`config.mk`:
```
export PLATFORM = sky130hd
export DESIGN_NAME = tt_um_jleugeri_ttt_token_tally
export DESIGN_NICKNAME = d
export VERILOG_FILES = /design/src/rtl/tt_um_jleugeri_ttt_token_tally.sv
export SDC_FILE = /design/constraint.sdc
export NUM_CORES = 1
export LEC_CHECK = 0
export BUFFER_PORTS_ARGS = -buffer_cell sky130_fd_sc_hd__buf_2
export CORE_UTILIZATION = 30
export CTS_BUF_LIST = sky130_fd_sc_hd__clkbuf_8
export CTS_CLUSTER_DIAMETER = 150
export DETAILED_ROUTE_END_ITERATION = 10
export PLACE_DENSITY_LB_ADDON = 0.05
export SYNTH_ARGS = -nofsm -noshare
export SYNTH_HDL_FRONTEND = slang
export SYNTH_SLANG_ARGS = --single-unit
export TNS_END_PERCENT = 100
```
`constraint.sdc`:
```
create_clock -name clock -period 2.2 [get_ports clock]
set_input_delay 0 -clock clock [delete_from_list [all_inputs] [get_ports clock]]
set_output_delay 0 -clock clock [all_outputs]
set_load 0.02 [all_outputs]
```
`src/rtl/tt_um_jleugeri_ttt_token_tally.sv`:
```
// Token tally: scans processor slots one step at a time, tracks which slots are
// active, and reports per-scan good/bad token totals on each scan wrap.
module tt_um_jleugeri_ttt_token_tally #(
    parameter int NUM_PROCESSORS = 10,
    parameter int NEW_TOKEN_BITS = 8
) (
    input  logic                              clock,
    input  logic                              reset_n,
    input  logic                              step,
    input  logic [1:0]                        token_startstop,
    input  logic                              prog_we,
    input  logic [$clog2(NUM_PROCESSORS)-1:0] prog_id,
    input  logic                              prog_sign,
    output logic [$clog2(NUM_PROCESSORS)-1:0] processor_id,
    output logic [NEW_TOKEN_BITS-1:0]         new_good_tokens,
    output logic [NEW_TOKEN_BITS-1:0]         new_bad_tokens,
    output logic                              scan_done,
    output logic                              protocol_error
);

    localparam int ID_W = $clog2(NUM_PROCESSORS);
    localparam logic [ID_W-1:0] LAST_ID = ID_W'(NUM_PROCESSORS - 1);
    localparam logic [NEW_TOKEN_BITS-1:0] ACC_MAX = '1;

    logic [NUM_PROCESSORS-1:0] active_reg;
    logic [NUM_PROCESSORS-1:0] sign_reg;

    logic [ID_W-1:0]           processor_id_reg, processor_id_next;
    logic [NEW_TOKEN_BITS-1:0] good_acc_reg, good_acc_next;
    logic [NEW_TOKEN_BITS-1:0] bad_acc_reg, bad_acc_next;
    logic [NEW_TOKEN_BITS-1:0] new_good_reg, new_good_next;
    logic [NEW_TOKEN_BITS-1:0] new_bad_reg, new_bad_next;
    logic                      scan_done_reg, scan_done_next;
    logic                      protocol_error_reg, protocol_error_next;

    logic                      slot_active_next;
    logic                      slot_sign;
    logic                      wrap;
    logic [NEW_TOKEN_BITS-1:0] good_sum;
    logic [NEW_TOKEN_BITS-1:0] bad_sum;

    function automatic logic [NEW_TOKEN_BITS-1:0] sat_inc(
        input logic [NEW_TOKEN_BITS-1:0] value,
        input logic                      inc
    );
        if (inc && value != ACC_MAX) begin
            return value + 1'b1;
        end
        return value;
    endfunction

    always_comb begin
        slot_sign = sign_reg[processor_id_reg];
        case (token_startstop)
            2'b10:   slot_active_next = 1'b1;
            2'b01:   slot_active_next = 1'b0;
            default: slot_active_next = active_reg[processor_id_reg];
        endcase

        wrap     = step && (processor_id_reg == LAST_ID);
        // sign_reg still holds the pre-write value here, so a same-cycle
        // program of this slot only takes effect from the next visit.
        good_sum = sat_inc(good_acc_reg, step && slot_active_next && !slot_sign);
        bad_sum  = sat_inc(bad_acc_reg, step && slot_active_next && slot_sign);

        processor_id_next   = processor_id_reg;
        good_acc_next       = good_acc_reg;
        bad_acc_next        = bad_acc_reg;
        new_good_next       = new_good_reg;
        new_bad_next        = new_bad_reg;
        scan_done_next      = 1'b0;
        protocol_error_next = protocol_error_reg;

        if (step) begin
            if (token_startstop == 2'b11) begin
                protocol_error_next = 1'b1;
            end
            if (wrap) begin
                processor_id_next = '0;
                new_good_next     = good_sum;
                new_bad_next      = bad_sum;
                good_acc_next     = '0;
                bad_acc_next      = '0;
                scan_done_next    = 1'b1;
            end else begin
                processor_id_next = processor_id_reg + 1'b1;
                good_acc_next     = good_sum;
                bad_acc_next      = bad_sum;
            end
        end
    end

    always_ff @(posedge clock or negedge reset_n) begin
        if (!reset_n) begin
            processor_id_reg   <= '0;
            good_acc_reg       <= '0;
            bad_acc_reg        <= '0;
            new_good_reg       <= '0;
            new_bad_reg        <= '0;
            scan_done_reg      <= 1'b0;
            protocol_error_reg <= 1'b0;
        end else begin
            processor_id_reg   <= processor_id_next;
            good_acc_reg       <= good_acc_next;
            bad_acc_reg        <= bad_acc_next;
            new_good_reg       <= new_good_next;
            new_bad_reg        <= new_bad_next;
            scan_done_reg      <= scan_done_next;
            protocol_error_reg <= protocol_error_next;
        end
    end

    // Per-slot flags; an out-of-range prog_id matches no slot and is dropped.
    generate
        for (genvar gi = 0; gi < NUM_PROCESSORS; gi++) begin : g_slot
            logic active_bit_reg;
            logic sign_bit_reg;

            always_ff @(posedge clock or negedge reset_n) begin
                if (!reset_n) begin
                    active_bit_reg <= 1'b0;
                    sign_bit_reg   <= 1'b0;
                end else begin
                    if (step && processor_id_reg == ID_W'(gi)) begin
                        active_bit_reg <= slot_active_next;
                    end
                    if (prog_we && prog_id == ID_W'(gi)) begin
                        sign_bit_reg <= prog_sign;
                    end
                end
            end

            assign active_reg[gi] = active_bit_reg;
            assign sign_reg[gi]   = sign_bit_reg;
        end
    endgenerate

    assign processor_id    = processor_id_reg;
    assign new_good_tokens = new_good_reg;
    assign new_bad_tokens  = new_bad_reg;
    assign scan_done       = scan_done_reg;
    assign protocol_error  = protocol_error_reg;

endmodule

```
Yosys cells after proc, flatten, opt, wreduce, memory -nomap -nowiden
Index checks and enable logic that the tools add are counted.

storage, ports and cells
  output and inout bits = 22
  register bits after elaboration = 58
  logic and storage cells = 100
  input bits = 11

operators by class
  reductions and logical operators = 30
  $lt $le $gt $ge = 1
  equality and inequality tests = 23
  mux-type cells = 16
  add/sub/neg operators = 3

operator list
  operator             count
  $mux 8               6
  $eq 4x3->1 const B   8
  $logic_and 1x1->1    25
  $add 8x1->8 const B  2
  $eq 4x2->1 const B   4
  $eq 4x4->1 const B   4
  $ne 8x8->1 const B   2
  $bmux 1 s4           2
  $eq 4x1->1 const B   2
  $logic_not 4->1      2
  $mux 1               6
  $lt 4x5->1 const B   1
  $add 4x1->4 const B  1
  $eq 2x2->1 const B   2
  $mux 4               1
  $reduce_and 2->1     2
  $eq 2x1->1 const B   1
  $pmux 1 s2           1
  $logic_not 1->1      1

Logic depth before layout (Yosys ltp)
  word-level depth = 9
  depth in mapped cells = 8
  depth with buffers taken out = 8

Worst setup path before layout
OpenSTA, ideal clock, no wires.

  path kind = reg-to-reg
  start = reg processor_id_reg[0] (netlist: processor_id[0])
  end = reg new_bad_reg[1] (netlist: new_bad_tokens[1])
  cell stages (with the launch flop) = 8
  data required time = 2.063 ns
  buffers on the path = 1
  arrival = 1.976 ns
  clock period less this slack = 2.113 ns
  library setup time = 0.137 ns
  path slack = 0.087 ns
  cell sequence = dfrtp_1 -> buf_2 -> and2_1 -> a221oi_4 -> a32oi_4 -> nor3_2 -> mux2i_1 -> a21oi_1

between the ends
  cells in the longest elaborated chain, start to end = 8
  elaborated cells on any way between the ends = 13
  those cells by class = eq/ne (1); mux (7); reduce/logical (5)

ends and longest elaborated chain
  element                         RTL line  RTL
  start, declared                 28        logic [ID_W-1:0] processor_id_reg, processor_id_next;
  start signal, assigned          103       processor_id_reg <= processor_id_next;
  $bmux 1 s4                      57        default: slot_active_next = active_reg[processor_id_reg];
  $mux 1 (not written as such)    57
  $pmux 1 s2                      54        case (token_startstop)
  $logic_and 1x1->1 (2 in a row)  64        bad_sum = sat_inc(bad_acc_reg, step && slot_active_next && slot_sign);
  $logic_and 1x1->1               46        if (inc && value != ACC_MAX) begin
  $mux 1                          46
  $mux 8                          49        return value;
  end signal, assigned            107       new_bad_reg <= new_bad_next;
  end, declared                   32        logic [NEW_TOKEN_BITS-1:0] new_bad_reg, new_bad_next;

Several ways; a longest one is shown, not always the timed one. The select of a mux whose other input is x is not followed.
A chain may end at the register's enable or synchronous reset.

Worst setup path after layout
  start = reg processor_id_reg[1] (netlist: processor_id[1])
  end = reg new_bad_reg[7] (netlist: new_bad_tokens[7])

The elaborated chain is that of the path after synthesis.

==> impl_results.md <==
* Outcome: finished clean
* Ports at 33
* Die X at 101.5 µm
* DP HPWL at roughly 4800 µm
* Final Hold Fails at 0
* Routed wire length at between 6000 and 7000 µm
* CP startpoint kind: register
* Area Overhead vs Synth at 22.44%
* Layout cells sized above 1 at a little over a quarter
* Clock sink count at 58
* Post-Syn Area at 2972 µm²
* Pin count of the biggest net entering global routing at 33
* Pwr/cell area at ~1300 nW/µm²
* # diodes at 0
* Post-synthesis cell type count at 46
* Worst VDD drop at 0.5240 mV
* Post-CTS setup buffer count at 0
* Slew of the pin with the lowest slew margin at 0.6788 ns
* Die Span Y at around 100 µm
* Crit Path Class: reg -> reg
* TritonRoute pass-1 iters at 4
* GRT overflow at 0
* Placement Setup Slack at between 0.0004 and 0.0005 ns
* Tmin final at roughly 2.1 ns
* Number of synthesized flops with an enable pin at 0
* Rows at 35
* Commonest non-fill, non-tap cell in the layout: dfrtp_1
* Final setup fails at 0
* Maximum Capacitance Violations at 0
* Slew margin rel. at a little over half
* Worst Path Max Fanout at 7
* Register area at between 1000 and 1500 µm²
* Clock Tree Buf Depth at 2
* Wire per inst at ~14 µm
* Post-route DRC at 0
* First-pass GRT wire length at ~11000 µm
* Syn avg cell area at 10.28 µm²
* Final ANT Viol Nets at 0
* Post-Syn Instances at ~290
* Final number of max-transition violations at 0
* FF+latch count, synth at just under 60
* Seq/Total Area, Yosys at between 40% and 50%
* Worst setup EP type: register
* Vias per cell at 4.695
* Post-synth top flop: dfrtp_1
* Synthesis Warnings at 0
* CTS root buffer: clkbuf_8
* Vias in the first global route at between 2000 and 2500
* Fin crit share at roughly 97%
* Htree depth at 3
* Crit path arrival time at 2.35 ns
* Clock Latency Late Sink at 0.34 ns
* Placer congestion estimate at around 0.76
* Multi-input combinational cell area at around 1500 µm²
* Initial DRC count at 64
* Initial antenna violation count at 0
* Starting Density at 31.56%
* Port bufs at 32
* Die ar. at between 10000 and 15000 µm²
* RSZ-0062 raised after global routing: yes
* Leakage at ~1.6 nW
* Final Skew at approximately 0.015 ns
* Post-Layout Cell Count at roughly 470
* Syn Nets at approximately 310
* Worst hold-check path type: in -> reg
* GR Util All Layers at between 10 and 15%
* Clk pin slew, worst setup/hold paths at around 0.080 ns
* Core Footprint at approximately 9400 µm²
* Most frequent cells in the layout: dfrtp_1 (58), nor2_1 (45), buf_2 (32)
* Async set-reset flop share out of synthesis at 100.0%
* CTS tree: built
* Fmax at about 470 MHz
* Final worst slack at roughly 0.056 ns
* Num CTS Buffers at 9
* Via count at around 2200
* Critical Path RT at approximately 2.4 ns
* Placed insts at between 400 and 500
* FILL cells at about 950
* # nets final at 354
[critical path: stages, from the launching register on]
cell	delay [ns]
dfrtp_1	0.41
buf_4	0.15
mux2i_1	0.16
a221oi_4	0.38
a32oi_4	0.24
nor4_2	0.36
xnor2_1	0.20
a21oi_1	0.11
[cell type report]
cell class                      instances  area share, %
Multi-Input combinational cell        213          40.51
Clock inverter                          7          3.026
Inverter                                4         0.4127
Sequential cell                        58          39.89
Timing Repair Buffer                   49          8.322
Clock buffer                            9          3.404
Tap cell                              129          4.436
[logic make-up (layout without fill, tap and decap cells)]
logic type / after synthesis / in the layout / share of synthesized area [%]
AOI/OAI and AO/OA: 44 / 44 / 10.57
adders and majority gates: 8 / 8 / 3.369
DFF: 58 / 58 / 48.84
and+or+nand+nor: 122 / 122 / 21.47
xor gates and xnor gates: 13 / 13 / 3.832
muxes: 26 / 26 / 9.305
buffers and inverters: 18 / 69 / 2.610
[per-layer routing]
metal | global-route usage, % | part of all wire [%] | routed length (µm) | up-vias
met5 | 0 | 0 | 0 | -
met4 | 7.023 | 1.5 | 99 | 0
met3 | 3.037 | 2.8 | 185 | 11
met2 | 22.04 | 46 | 3052 | 37
met1 | 19.65 | 50 | 3332 | 1042
li1 | - | - | - | 1112
[final timing paths]
path / from / to / slack [ns] / cells after the start
max: processor_id[1] / new_bad_tokens[7] / 0.06 / 7
min: token_startstop[0] / protocol_error / 0.01 / 3
max reg2reg: processor_id[1] / new_bad_tokens[7] / 0.06 / 7
min reg2reg: protocol_error / protocol_error / 0.46 / 1
max in group asynchronous: reset_n / good_acc_reg[7] / 1.35 / 3
min in group asynchronous: reset_n / g_slot[5].active_bit_reg / 0.23 / 2
[report_power, final]
part / leakage [nW] / internal [mW] / total [mW] / switching, mW
combinational: 0.748 / 0.764 / 1.94 / 1.17
clock: 0.122 / 0.742 / 1.20 / 0.453
sequential: 0.727 / 1.46 / 1.71 / 0.256
[cells in the mapped netlist (2+ instances only)]
| cell | number | area, µm² |
|---|---|---|
| nor2_1 | 47 | 176.4 |
| xnor2_1 | 7 | 61.31 |
| and3_1 | 2 | 12.51 |
| a21oi_1 | 19 | 95.09 |
| o31ai_1 | 6 | 45.04 |
| nand2_1 | 18 | 67.56 |
| a22oi_1 | 2 | 15.01 |
| nand3b_1 | 4 | 30.03 |
| mux2i_1 | 13 | 130.1 |
| nand4_1 | 4 | 25.02 |
| nand2b_1 | 3 | 18.77 |
| mux2_2 | 13 | 146.4 |
| ha_1 | 8 | 100.1 |
| inv_1 | 4 | 15.01 |
| o22ai_1 | 2 | 12.51 |
| dfrtp_1 | 58 | 1451 |
| nor4_2 | 4 | 50.05 |
| nor3b_1 | 2 | 15.01 |
| buf_2 | 2 | 10.01 |
| nand3_1 | 17 | 85.08 |
| nor4b_2 | 2 | 30.03 |
| nor2b_1 | 5 | 31.28 |
| clkbuf_1 | 10 | 37.54 |
| o21ai_0 | 5 | 25.02 |
| xor2_1 | 6 | 52.55 |
| nor3_1 | 6 | 30.03 |
[stage by stage]
stage	utilization [%]	instance area, µm²	hold slack, ns	power (mW)	setup TNS (ns)
after floorplan	-	2972	-0.2956	3.007	0
after global placement	35.80	3371	0.08610	3.655	0
after detailed placement	35.80	3371	0.09204	3.654	0
after CTS	38.51	3626	0.004303	4.897	0
after global routing	38.64	3638	0.03280	5.199	-0.1077
final	38.64	3638	0.01343	4.845	0
[what timing repair did]
item | CTS | global route
pin swaps | 0 | 1
hold buffers | 1 | 0
endpoints found under the hold margin | 26 | 0
setup endpoints to repair | 1 | 25
resized for setup | 2 | 4
Power figures use the tool's default switching activity.
